==> config.mk <==
export PLATFORM = sky130hd
export DESIGN_NAME = rca_seq_adder
export DESIGN_NICKNAME = d
export VERILOG_FILES = /design/src/rtl/rca_seq_pkg.sv /design/src/rtl/rca_8bit.sv /design/src/rtl/rca_seq_adder.sv
export SDC_FILE = /design/constraint.sdc
export NUM_CORES = 1
export LEC_CHECK = 0
export BUFFER_PORTS_ARGS = -buffer_cell sky130_fd_sc_hd__buf_2
export CAP_MARGIN = 20
export CORE_MARGIN = 10
export CORE_UTILIZATION = 35
export DETAILED_ROUTE_END_ITERATION = 10
export PLACE_DENSITY_LB_ADDON = 0.05
export SLEW_MARGIN = 10
export SYNTH_ARGS = -nofsm -noshare
export SYNTH_HDL_FRONTEND = slang
export SYNTH_SLANG_ARGS = --single-unit
==> constraint.sdc <==
create_clock -name clk -period 8.3 [get_ports clk]
set_input_delay 0 -clock clk [delete_from_list [all_inputs] [get_ports clk]]
set_output_delay 0 -clock clk [all_outputs]
set_load 0.02 [all_outputs]
==> src/rtl/rca_seq_pkg.sv <==
// rtl/rca_seq_pkg.sv - shared FSM encoding and byte width for the sequential ripple-carry adder
package rca_seq_pkg;

   localparam int BYTE_W = 8;

   typedef enum logic [1:0] {
      ST_IDLE = 2'd0,
      ST_RUN  = 2'd1,
      ST_DONE = 2'd2
   } state_t;

endpackage

==> src/rtl/rca_8bit.sv <==
// rtl/rca_8bit.sv - 8-bit ripple-carry adder built from full-adder cells
module rca_8bit (
   input  logic [7:0] a,
   input  logic [7:0] b,
   input  logic       cin,
   output logic [7:0] sum,
   output logic       cout
);

   logic [8:0] c;

   assign c[0] = cin;

   for (genvar i = 0; i < 8; i++) begin : g_fa
      assign sum[i]   = a[i] ^ b[i] ^ c[i];
      assign c[i + 1] = (a[i] & b[i]) | (c[i] & (a[i] ^ b[i]));
   end

   assign cout = c[8];

endmodule

==> src/rtl/rca_seq_adder.sv <==
// rtl/rca_seq_adder.sv - byte-serial add/subtract through a single 8-bit ripple-carry adder
module rca_seq_adder
   import rca_seq_pkg::*;
#(
   parameter int NBYTES = 4
) (
   input  logic                       clk,
   input  logic                       rst_n,
   input  logic                       in_valid,
   output logic                       in_ready,
   input  logic [BYTE_W*NBYTES-1:0]   a,
   input  logic [BYTE_W*NBYTES-1:0]   b,
   input  logic                       cin,
   input  logic                       op,
   output logic                       out_valid,
   input  logic                       out_ready,
   output logic [BYTE_W*NBYTES-1:0]   sum,
   output logic                       cout,
   output logic                       ovf,
   output logic                       busy
);

   localparam int W    = BYTE_W * NBYTES;
   localparam int IDXW = (NBYTES > 1) ? $clog2(NBYTES) : 1;
   localparam logic [IDXW-1:0] LAST_IDX = IDXW'(NBYTES - 1);

   state_t            state, state_nx;
   logic [W-1:0]      a_q, b_q, sum_q;
   logic [IDXW-1:0]   idx;
   logic              carry, cout_q, ovf_q;
   logic [BYTE_W-1:0] a_byte, b_byte, byte_sum;
   logic              byte_cout, accept, step, last;

   assign accept = in_valid & in_ready;
   assign step   = (state == ST_RUN);
   assign last   = (idx == LAST_IDX);

   always_comb begin
      a_byte = '0;
      b_byte = '0;
      for (int j = 0; j < NBYTES; j++) begin
         if (idx == IDXW'(j)) begin
            a_byte = a_q[j*BYTE_W +: BYTE_W];
            b_byte = b_q[j*BYTE_W +: BYTE_W];
         end
      end
   end

   rca_8bit u_byte_adder (
      .a    (a_byte),
      .b    (b_byte),
      .cin  (carry),
      .sum  (byte_sum),
      .cout (byte_cout)
   );

   always_ff @(posedge clk or negedge rst_n) begin
      if (!rst_n) state <= ST_IDLE;
      else        state <= state_nx;
   end

   always_comb begin
      state_nx  = state;
      in_ready  = 1'b0;
      out_valid = 1'b0;
      busy      = 1'b1;
      case (state)
         ST_IDLE: begin
            busy     = 1'b0;
            in_ready = 1'b1;
            if (in_valid) state_nx = ST_RUN;
         end
         ST_RUN: begin
            if (last) state_nx = ST_DONE;
         end
         ST_DONE: begin
            out_valid = 1'b1;
            if (out_ready) state_nx = ST_IDLE;
         end
         default: state_nx = ST_IDLE;
      endcase
   end

   // Subtraction is A + ~B + 1, so the captured B is pre-inverted and carry seeded with 1.
   always_ff @(posedge clk or negedge rst_n) begin
      if (!rst_n) begin
         a_q    <= '0;
         b_q    <= '0;
         sum_q  <= '0;
         idx    <= '0;
         carry  <= 1'b0;
         cout_q <= 1'b0;
         ovf_q  <= 1'b0;
      end else if (accept) begin
         a_q   <= a;
         b_q   <= op ? ~b : b;
         idx   <= '0;
         carry <= op ? 1'b1 : cin;
      end else if (step) begin
         for (int j = 0; j < NBYTES; j++) begin
            if (idx == IDXW'(j)) sum_q[j*BYTE_W +: BYTE_W] <= byte_sum;
         end
         carry <= byte_cout;
         if (last) begin
            // Carry into the MSB is recovered from the MSB sum bit of the top byte.
            cout_q <= byte_cout;
            ovf_q  <= byte_cout ^ (a_byte[BYTE_W-1] ^ b_byte[BYTE_W-1] ^ byte_sum[BYTE_W-1]);
         end else begin
            idx <= idx + IDXW'(1);
         end
      end
   end

   assign sum  = sum_q;
   assign cout = cout_q;
   assign ovf  = ovf_q;

endmodule

=== Word-level counts from Yosys, hierarchy flattened ===
Index checks and enable logic that the tools add are counted.

* Bits in registers: 103
* Bits of input ports: 70
* Output and inout bits: 37
* Word-level logic and storage cells: 97

* Bitwise logic cells: 45
* Equal/unequal tests: 9
* Add/subtract/negate cells: 1
* Muxes and demuxes: 22
* Reduce and logical (&&, ||, !) cells: 9

{| class="wikitable"
|+ Operator list
! kind !! number
|-
| $mux 8 || 8
|-
| $mux 32 || 1
|-
| $not 32->32 || 1
|-
| $xor 1x1->1 || 18
|-
| $and 1x1->1 || 17
|-
| $reduce_and 3->1 || 5
|-
| $mux 2 || 6
|-
| $or 1x1->1 || 8
|-
| $eq 2x2->1 const B || 3
|-
| $mux 1 || 6
|-
| $ne 2x2->1 const B || 3
|-
| $pmux 2 s3 || 1
|-
| $eq 2x1->1 const B || 2
|-
| $logic_not 2->1 || 2
|-
| $add 2x1->2 const B || 1
|-
| $ne 2x1->1 const B || 1
|-
| $reduce_and 2->1 || 1
|-
| $reduce_bool 2->1 || 1
|-
| $not 1->1 || 1
|}

=== Depth between registers and ports, before layout ===
Gate-level depths: netlist (run 1).

* Depth in word-level cells: 24
* Mapped depth: 21
* Depth with buffers taken out: 19

=== By module ===
A second synthesis (run 1) with hierarchy kept.

* Cells, all modules: 480
* Area, all modules: 4877.2 sq um

{| class="wikitable"
|+ Modules (own cells, without submodules)
! module !! seq. area each (sq um) !! cells an instance !! instances !! area an instance (sq um)
|-
| rca_seq_adder || 2577.5 || 462 || 1 || 4679.5
|-
| rca_8bit || 0.0 || 18 || 1 || 197.7
|}

=== Least setup slack after synthesis (run 1) ===
Ideal clock, no wire load.

* Path type: reg-to-reg
* From: register idx[0]
* To: register ovf_q (netlist: ovf)
* Slack: 3415 ps
* Setup time: 130 ps
* Period minus slack after synthesis: 4885 ps
* Arrival time: 4754 ps
* Data required time: 8170 ps
* Path buffers: 2
* Stages on the path, launching flop included: 22
* Cells stage by stage: dfrtp_1 -> inv_1 -> ha_1 -> buf_2 -> clkbuf_1 -> nand2_1 -> o21ai_0 -> a22oi_1 -> fa_1 -> fa_1 -> fa_1 -> fa_1 -> fa_1 -> inv_1 -> fa_1 -> inv_1 -> fa_1 -> inv_1 -> fa_1 -> xor2_1 -> xnor2_1 -> o21ai_0

* Word-level cells in the longest chain between the ends: 23
* Elaborated cells on any way between the ends: 48
* Those cells by class: eq/ne (3); mux (8); bitwise (35); reduce/logical (2)

{| class="wikitable"
|+ Ends and longest elaborated chain
! item !! RTL line !! RTL
|-
| start, declared || rca_seq_adder.sv:29 || <nowiki>logic [IDXW-1:0] idx;</nowiki>
|-
| start signal, assigned || rca_seq_adder.sv:109 || <nowiki>idx <= idx + IDXW'(1);</nowiki>
|-
| $logic_not 2->1 || rca_seq_adder.sv:42 || <nowiki>if (idx == IDXW'(j)) begin</nowiki>
|-
| $mux 8 (4 in series) || rca_seq_adder.sv:42 ||
|-
| $xor 1x1->1 || rca_8bit.sv:16 || <nowiki>assign c[i + 1] = (a[i] & b[i]) | (c[i] & (a[i] ^ b[i]));</nowiki>
|-
| $and 1x1->1 || rca_8bit.sv:16 ||
|-
| $or 1x1->1 || rca_8bit.sv:16 ||
|-
| $and 1x1->1 || rca_8bit.sv:16 ||
|-
| $or 1x1->1 || rca_8bit.sv:16 ||
|-
| $and 1x1->1 || rca_8bit.sv:16 ||
|-
| [4 not listed] || n/a ||
|-
| $or 1x1->1 || rca_8bit.sv:16 ||
|-
| $and 1x1->1 || rca_8bit.sv:16 ||
|-
| $or 1x1->1 || rca_8bit.sv:16 ||
|-
| $and 1x1->1 || rca_8bit.sv:16 ||
|-
| $or 1x1->1 || rca_8bit.sv:16 ||
|-
| $xor 1x1->1 (*) || rca_8bit.sv:15 || <nowiki>assign sum[i] = a[i] ^ b[i] ^ c[i];</nowiki>
|-
| via byte_sum[7] || rca_seq_adder.sv:31 || <nowiki>logic [BYTE_W-1:0] a_byte, b_byte, byte_sum;</nowiki>
|-
| $xor 1x1->1 (*) (2 in series) || rca_seq_adder.sv:107 || <nowiki>ovf_q <= byte_cout ^ (a_byte[BYTE_W-1] ^ b_byte[BYTE_W-1] ^ byte_sum[BYTE_W-1]);</nowiki>
|-
| end signal, assigned || rca_seq_adder.sv:107 ||
|-
| end, declared || rca_seq_adder.sv:30 || <nowiki>logic carry, cout_q, ovf_q;</nowiki>
|}

Mark *: on every way through the listed nets, which the timed path passes. The rest lies on a longest branch.
A chain may end at the register's enable or synchronous reset.

=== Final worst setup path (run 1) ===
* From: register idx[1]
* To: register ovf_q (netlist: ovf)

The elaborated chain is that of the path after synthesis.

==> results of run 1 <==
-- worst max-delay path: stages, from the launching register on --
cell	delay (ns)
sky130_fd_sc_hd__dfrtp_1	0.41
sky130_fd_sc_hd__inv_1	0.09
sky130_fd_sc_hd__ha_1	0.81
sky130_fd_sc_hd__a21oi_1	0.12
sky130_fd_sc_hd__o21ai_0	0.11
sky130_fd_sc_hd__a22oi_1	0.13
sky130_fd_sc_hd__fa_1	0.44
sky130_fd_sc_hd__fa_1	0.41
sky130_fd_sc_hd__fa_1	0.39
sky130_fd_sc_hd__fa_1	0.40
sky130_fd_sc_hd__fa_1	0.37
sky130_fd_sc_hd__inv_1	0.08
sky130_fd_sc_hd__fa_1	0.16
sky130_fd_sc_hd__inv_1	0.05
sky130_fd_sc_hd__fa_1	0.37
sky130_fd_sc_hd__inv_1	0.08
sky130_fd_sc_hd__fa_1	0.48
sky130_fd_sc_hd__xor2_1	0.22
sky130_fd_sc_hd__xnor2_1	0.13
sky130_fd_sc_hd__o21ai_0	0.08
-- kinds of logic after synthesis --
kind of cell    Yosys count  share of synthesized area
flops                   103                      0.514
compound gates          130                      0.139
mux                      36                     0.0981
fa+ha+maj                13                     0.0444
simple gates             94                     0.0792
buf+inv                  58                     0.0639
xor+xnor                 35                     0.0612
-- how the worst max path moves through the flow --
stage / to / cells after the start / start
global placement: ovf$_DFFE_PN0P_ / 16 / idx[0]$_DFFE_PN0P_
finish: ovf$_DFFE_PN0P_ / 19 / idx[1]$_DFFE_PN0P_
detailed placement: ovf$_DFFE_PN0P_ / 19 / idx[1]$_DFFE_PN0P_
global route: ovf$_DFFE_PN0P_ / 19 / idx[1]$_DFFE_PN0P_
CTS: ovf$_DFFE_PN0P_ / 19 / idx[1]$_DFFE_PN0P_
floorplan: ovf$_DFFE_PN0P_ / 21 / idx[0]$_DFFE_PN0P_
-- layout make-up --
cell class / count / share of cell area
multi-input combinational: 308 / 0.323
sequential: 103 / 0.393
clock inverter: 3 / 0.00649
clock buffer: 13 / 0.0382
timing repair buffer: 178 / 0.190
inverter: 24 / 0.0137
antenna: 1 / 0.000382
tap: 180 / 0.0344
-- sequential cells by signal (all words and copies together) (netlist names) --
signal and cells:
a_q 32, sum 32, cout 1, ovf 1
state 2, carry 1, idx 2, b_q 32
-- power breakdown --
| part | internal, mW | leakage, nW | switching [mW] |
|---|---|---|---|
| Sequential | 0.756 | 1.23 | 0.162 |
| Clock | 0.242 | 0.140 | 0.182 |
| Combinational | 0.649 | 1.66 | 0.904 |
| Total | 1.65 | 3.03 | 1.25 |
-- layout by cell type, fill, tap and decap left out, types with 12 or more instances in the layout --
cell / instances
sky130_fd_sc_hd__a21oi_1: 56
sky130_fd_sc_hd__a22oi_1: 12
sky130_fd_sc_hd__buf_2: 105
sky130_fd_sc_hd__dfrtp_1: 103
sky130_fd_sc_hd__dlygate4sd3_1: 67
sky130_fd_sc_hd__inv_1: 24
sky130_fd_sc_hd__mux2_4: 24
sky130_fd_sc_hd__nand2_1: 57
sky130_fd_sc_hd__nor2_1: 28
sky130_fd_sc_hd__o21ai_0: 58
sky130_fd_sc_hd__xnor2_1: 26
-- through the flow --
step / total power [mW] / hold WS, ns / worst slack, ns
final: 2.90 / 0.196 / 2.86
after detailed placement: 2.48 / 0.0444 / 2.83
after global routing: 3.15 / 0.255 / 2.44
after floorplan: 1.97 / -0.296 / 3.42
after global placement: 2.44 / 0.0414 / 2.96
after CTS: 2.94 / 0.230 / 2.81
-- what timing repair did --
action,in CTS,in global routing
hold buffers,67,0
setup endpoints to repair,0,0
hold endpoints to repair,110,0
-- metal layers --
| layer | track usage | vias to the layer above |
|---|---|---|
| li1 | - | 1875 |
| met1 | 0.182 | 1796 |
| met2 | 0.216 | 110 |
| met3 | 0.0354 | 21 |
| met4 | 0.0603 | 0 |
| met5 | 0 | - |
==> results.json, run 1 <==
{
  "postSynth.asyncResetShare": 1.00,
  "crit_path_start_kind": "register",
  "layout_min_cycle_time_ns": 5.44,
  "area_contributors_post_synth": "sky130_fd_sc_hd__dfrtp_1 51%, sky130_fd_sc_hd__mux2_4 7.2%, sky130_fd_sc_hd__o21ai_0 5.8%",
  "timing.final.crit_share": 0.655,
  "outcome": "finished clean",
  "tritoncts.num_buffers": 9,
  "rrSetupSlack_ns": 2.86,
  "worst_ir_drop_vdd_uv": 177,
  "grt_pass1_vias": 4092,
  "timing.setup.critical_path_class": "register to register",
  "finish.cell_count_without_fillers": 810,
  "yosysTopAreaCell": "sky130_fd_sc_hd__dfrtp_1",
  "cp-end-kind": "register",
  "power.static_leakage_nw": 3.03,
  "finalWeightedCongestion": 0.779,
  "drt_pre_antenna_iters": 4,
  "core_area_mm2": 0.0139,
  "rsz0062_at_grt": "no",
  "numClockSinks": 103,
  "critPathRequiredTime_ns": 8.52,
  "synth.ff_latch_count": 103,
  "m1WireLength_um": 6220,
  "grt_antenna_before_repair": 1,
  "sequential_cell_area_mm2": 0.00258,
  "routed-via-count": 3802,
  "cts_resized": 0,
  "synth-edff-count": 0,
  "syn-num-nets": 552,
  "die_width_um": 140,
  "timing.hold.worst.class": "primary input to async pin",
  "wl_met3_um": 739,
  "final_core_util": 0.471,
  "multi_input_area_mm2": 0.00212,
  "tns_ns": 0,
  "cts_htree_levels": 3,
  "fin_skew_ns": 0.00789,
  "grt_overflow": 0,
  "power_density_mw_per_mm2": 442,
  "synth_warnings": 0,
  "groute.usage.overall": 0.140,
  "max_slew_margin": 0.341,
  "total_cell_area_at_the_placement_stage_mm2": 0.00558,
  "detail_route.wirelength_um": 13500,
  "syn_area_per_cell_um2": 10.7,
  "i_o_buffers": 106,
  "ys_dominant_reg_cell": "sky130_fd_sc_hd__dfrtp_1",
  "cts.clk_slew.worst_paths_ns": 0.07,
  "clockRootBuffer": "sky130_fd_sc_hd__clkbuf_16",
  "placed_instance_count": 725,
  "ys_seq_area_frac": 0.514,
  "post-synth-top-count-cell": "sky130_fd_sc_hd__dfrtp_1",
  "vias_per_cell": 4.69,
  "syn_inst": 469,
  "fmaxAchievable_mhz": 184,
  "detailroute.wirelength.met2_um": 6190,
  "clk-insertion-delay-late_ns": 0.35,
  "tritoncts": "yes",
  "placementRows": 43,
  "grt_first_pass_wirelength_um": 21900,
  "detailed_place_hpwl_um": 9710,
  "synth_cell_type_count": 27,
  "worst-r2r-cell-count": 19,
  "die_area_mm2": 0.0195,
  "slew_violations": 0,
  "netlist.area_leader.share": 0.514,
  "regToRegStartpoint": "idx[1]$_DFFE_PN0P_",
  "ctsLongestPathBuffers": 2,
  "timing_hold_violations_final": 0,
  "drcViolationCount": 0,
  "timing.final.setup_violations": 0,
  "fill_cells": 1350,
  "design_area_mm2": 0.00656,
  "worst_pin_slew_ns": 0.989,
  "start_util": 0.360,
  "routed_wire_length_per_instance_um": 16.6,
  "die_h_um": 140,
  "netlist_area_mm2": 0.00501,
  "maxUsedRoutingLayer": "met4",
  "rr_endpoint": "ovf$_DFFE_PN0P_",
  "max-cap-violations": 0,
  "worstPathMaxFanout": 33,
  "drt.antenna.violating_nets": 0,
  "synthToLayoutAreaGrowth_pct": 30.8,
  "post_synth_most_frequent_cells": "103 x sky130_fd_sc_hd__dfrtp_1, 58 x sky130_fd_sc_hd__o21ai_0, 57 x sky130_fd_sc_hd__nand2_1",
  "crit_arrival_ns": 5.66,
  "final_layout_size_suffix_gt1_frac": 0.256,
  "drt-initial-drc-count": 207,
  "final_nets": 707,
  "post_cts_buffers": 0,
  "grt_start_max_net_pins": 64,
  "num_io_pins": 107
}
(Power assumes the default switching activity.)
==> run 2: changes to the inputs <==
- clock period: 8.3 -> 5.7 ns (I/O delays scaled with it)
==> run 2 against run 1 <==
  * Final area barely moved
  * Sequential power rose by 46%
  * Die area did not move
  * Via count fell by 1.5%
  * Maximum frequency rose by 7.6%
  * Setup slack got worse by 2.2 ns
  * Clock skew barely moved
  * Worst hold slack got worse by 0.092 ns
  * Total power rose by 44%
  * Cell count rose by 0.37%
  * Critical path depth did not move
  * Utilization barely moved
  * Critical path type unchanged
==> results.json, run 2 (same netlist as run 1, synthesis figures left out) <==
{
  "outcome": "finished clean",
  "netSwitchingFraction": 0.434,
  "cts_resized": 0,
  "crit_path_start_kind": "register",
  "die_area_mm2": 0.0195,
  "crit_arrival_ns": 5.28,
  "antenna_cells_inserted": 0,
  "ctsLongestPathBuffers": 2,
  "timing.final.setup_violations": 0,
  "fmaxAchievable_mhz": 198,
  "final_layout_size_suffix_gt1_frac": 0.264,
  "clockRootBuffer": "sky130_fd_sc_hd__clkbuf_16",
  "finalWeightedCongestion": 0.785,
  "timing_hold_violations_final": 0,
  "synthToLayoutAreaGrowth_pct": 30.9,
  "rrSetupSlack_ns": 0.64,
  "drcViolationCount": 0,
  "die_h_um": 140,
  "cell_seen_most_often_among_critical_path_stages": "sky130_fd_sc_hd__fa_1",
  "fill_cells": 1363,
  "grt_overflow": 0,
  "detail_route.wirelength_um": 13400,
  "drt.antenna.violating_nets": 0,
  "most-common-layout-cells": "105 x sky130_fd_sc_hd__buf_2, 103 x sky130_fd_sc_hd__dfrtp_1, 67 x sky130_fd_sc_hd__dlygate4sd3_1, 58 x sky130_fd_sc_hd__o21ai_0, 57 x sky130_fd_sc_hd__nand2_1",
  "start_util": 0.360,
  "layout_min_cycle_time_ns": 5.06,
  "worstPathMaxFanout": 12,
  "detailed_place_hpwl_um": 9670,
  "clk-insertion-delay-late_ns": 0.35,
  "tns_ns": 0,
  "routed_wire_length_per_instance_um": 16.5,
  "max_slew_margin": 0.354,
  "layout.cells.most_common": "sky130_fd_sc_hd__buf_2",
  "fin_skew_ns": 0.00772,
  "slew_violations": 0,
  "grt_antenna_before_repair": 0,
  "die_width_um": 140,
  "grt_start_max_net_pins": 76,
  "path_cells": "inv_1 -> ha_1 -> buf_4 -> a21oi_1 -> a22oi_1 -> fa_1 -> fa_1 -> fa_1 -> fa_1 -> fa_1 -> inv_1 -> fa_1 -> inv_1 -> fa_1 -> inv_1 -> fa_1 -> xor2_1 -> xnor2_1 -> o21ai_0",
  "internal_power_mw": 2.37,
  "tritoncts.num_buffers": 9,
  "grt_pass1_vias": 4043,
  "timing.hold.worst.class": "primary input to async pin",
  "groute.usage.overall": 0.139,
  "routed-via-count": 3746,
  "hold_buffers": 67,
  "timing.setup.critical_path_class": "register to register",
  "cp-end-kind": "register",
  "rsz0062_at_grt": "no",
  "vias_per_cell": 4.61,
  "worst_ir_drop_vdd_uv": 285,
  "final_core_util": 0.471,
  "cts_htree_levels": 3,
  "grt_first_pass_wirelength_um": 21900,
  "netSwitchingPower_mw": 1.81,
  "critical_path.max_stage_delay_ns": 0.49,
  "share_comb_of_total_power": 0.541,
  "placementRows": 43,
  "i_o_buffers": 106,
  "power.sequential.fraction": 0.321,
  "timing.final.crit_share": 0.887,
  "critPathRequiredTime_ns": 5.92,
  "sequential_cell_area_mm2": 0.00258,
  "multi_input_area_mm2": 0.00212,
  "worst_pin_slew_ns": 0.969,
  "power.static_leakage_nw": 3.04,
  "drt-initial-drc-count": 185,
  "core_area_mm2": 0.0139,
  "power_density_mw_per_mm2": 637,
  "num_io_pins": 107,
  "clock_power_share": 0.139,
  "final_nets": 711,
  "numClockSinks": 103,
  "drt_pre_antenna_iters": 4,
  "worst_path_cell_with_the_longest_stage_delay": "sky130_fd_sc_hd__fa_1",
  "post_cts_buffers": 0,
  "cts.clk_slew.worst_paths_ns": 0.07,
  "max-cap-violations": 0,
  "tritoncts": "yes"
}
run 2: cell types whose count changed in the layout (fill, tap and decap cells not counted):
cell | before | now
sky130_fd_sc_hd__buf_8 | 1 | 0
sky130_fd_sc_hd__clkinv_2 | 1 | 2
sky130_fd_sc_hd__clkinvlp_4 | 1 | 2
sky130_fd_sc_hd__buf_4 | 5 | 10
sky130_fd_sc_hd__diode_2 | 1 | 0
sky130_fd_sc_hd__clkbuf_1 | 3 | 1
sky130_fd_sc_hd__bufinv_16 | 1 | 0
sky130_fd_sc_hd__clkinv_4 | 0 | 1
run 2: through the flow:
step | worst slack [ns] | hold slack [ns] | total power [mW] | cells | cell area, um2
2_1_floorplan | 0.815 | -0.296 | 2.87 | 469 | 5010
3_3_place_gp | 0.748 | -0.0561 | 3.58 | 730 | 5610
3_5_place_dp | 0.658 | -0.0513 | 3.64 | 730 | 5610
4_1_cts | 0.650 | 0.109 | 4.27 | 813 | 6560
5_1_grt | 0.325 | 0.155 | 4.56 | 813 | 6560
6_report | 0.643 | 0.104 | 4.18 | 813 | 6560
run 2: area by class of cell:
cell class | instances | share of cell area
Sequential cell | 103 | 0.393
Multi-Input combinational cell | 308 | 0.323
Timing Repair Buffer | 182 | 0.194
Clock buffer | 11 | 0.0370
Tap cell | 180 | 0.0343
Inverter | 24 | 0.0137
Clock inverter | 5 | 0.00515
run 2: final timing paths:
kind                            cells past startpoint                from              endpoint
worst max-delay path                               19  idx[0]$_DFFE_PN0P_       ovf$_DFFE_PN0P_
worst min-delay path                                2               rst_n    sum[5]$_DFFE_PN0P_
worst max register to register                     19  idx[0]$_DFFE_PN0P_       ovf$_DFFE_PN0P_
worst min register to register                      2  sum[1]$_DFFE_PN0P_    sum[1]$_DFFE_PN0P_
max in group asynchronous                           3               rst_n  state[0]$_DFFE_PN0P_
min in group clk                                    3           out_ready  state[1]$_DFFE_PN0P_
run 2: per-layer routing:
layer | track usage | share of wire
met4 | 0.0446 | 0.016
met3 | 0.0405 | 0.049
met2 | 0.226 | 0.47
met1 | 0.174 | 0.47
met5 | 0 | 0
run 2: power groups by stage:
| stage | clock network [mW] | logic [mW] | registers (mW) |
|---|---|---|---|
| floorplan | 0 | 1.48 | 1.39 |
| global placement | 0 | 2.22 | 1.36 |
| detailed placement | 0 | 2.28 | 1.36 |
| CTS | 0.603 | 2.32 | 1.35 |
| global route | 0.627 | 2.55 | 1.39 |
| finish | 0.579 | 2.26 | 1.34 |
run 2: worst max-delay path: cells and delay by family, from the launching register on:
family / cells / cell delay [ns]
AO/OA/AOI/OAI: 3 / 0.30
XOR/XNOR: 2 / 0.35
adder cells (fa/ha/maj): 9 / 3.35
buffers and inverters: 5 / 0.53
flip-flops: 1 / 0.40
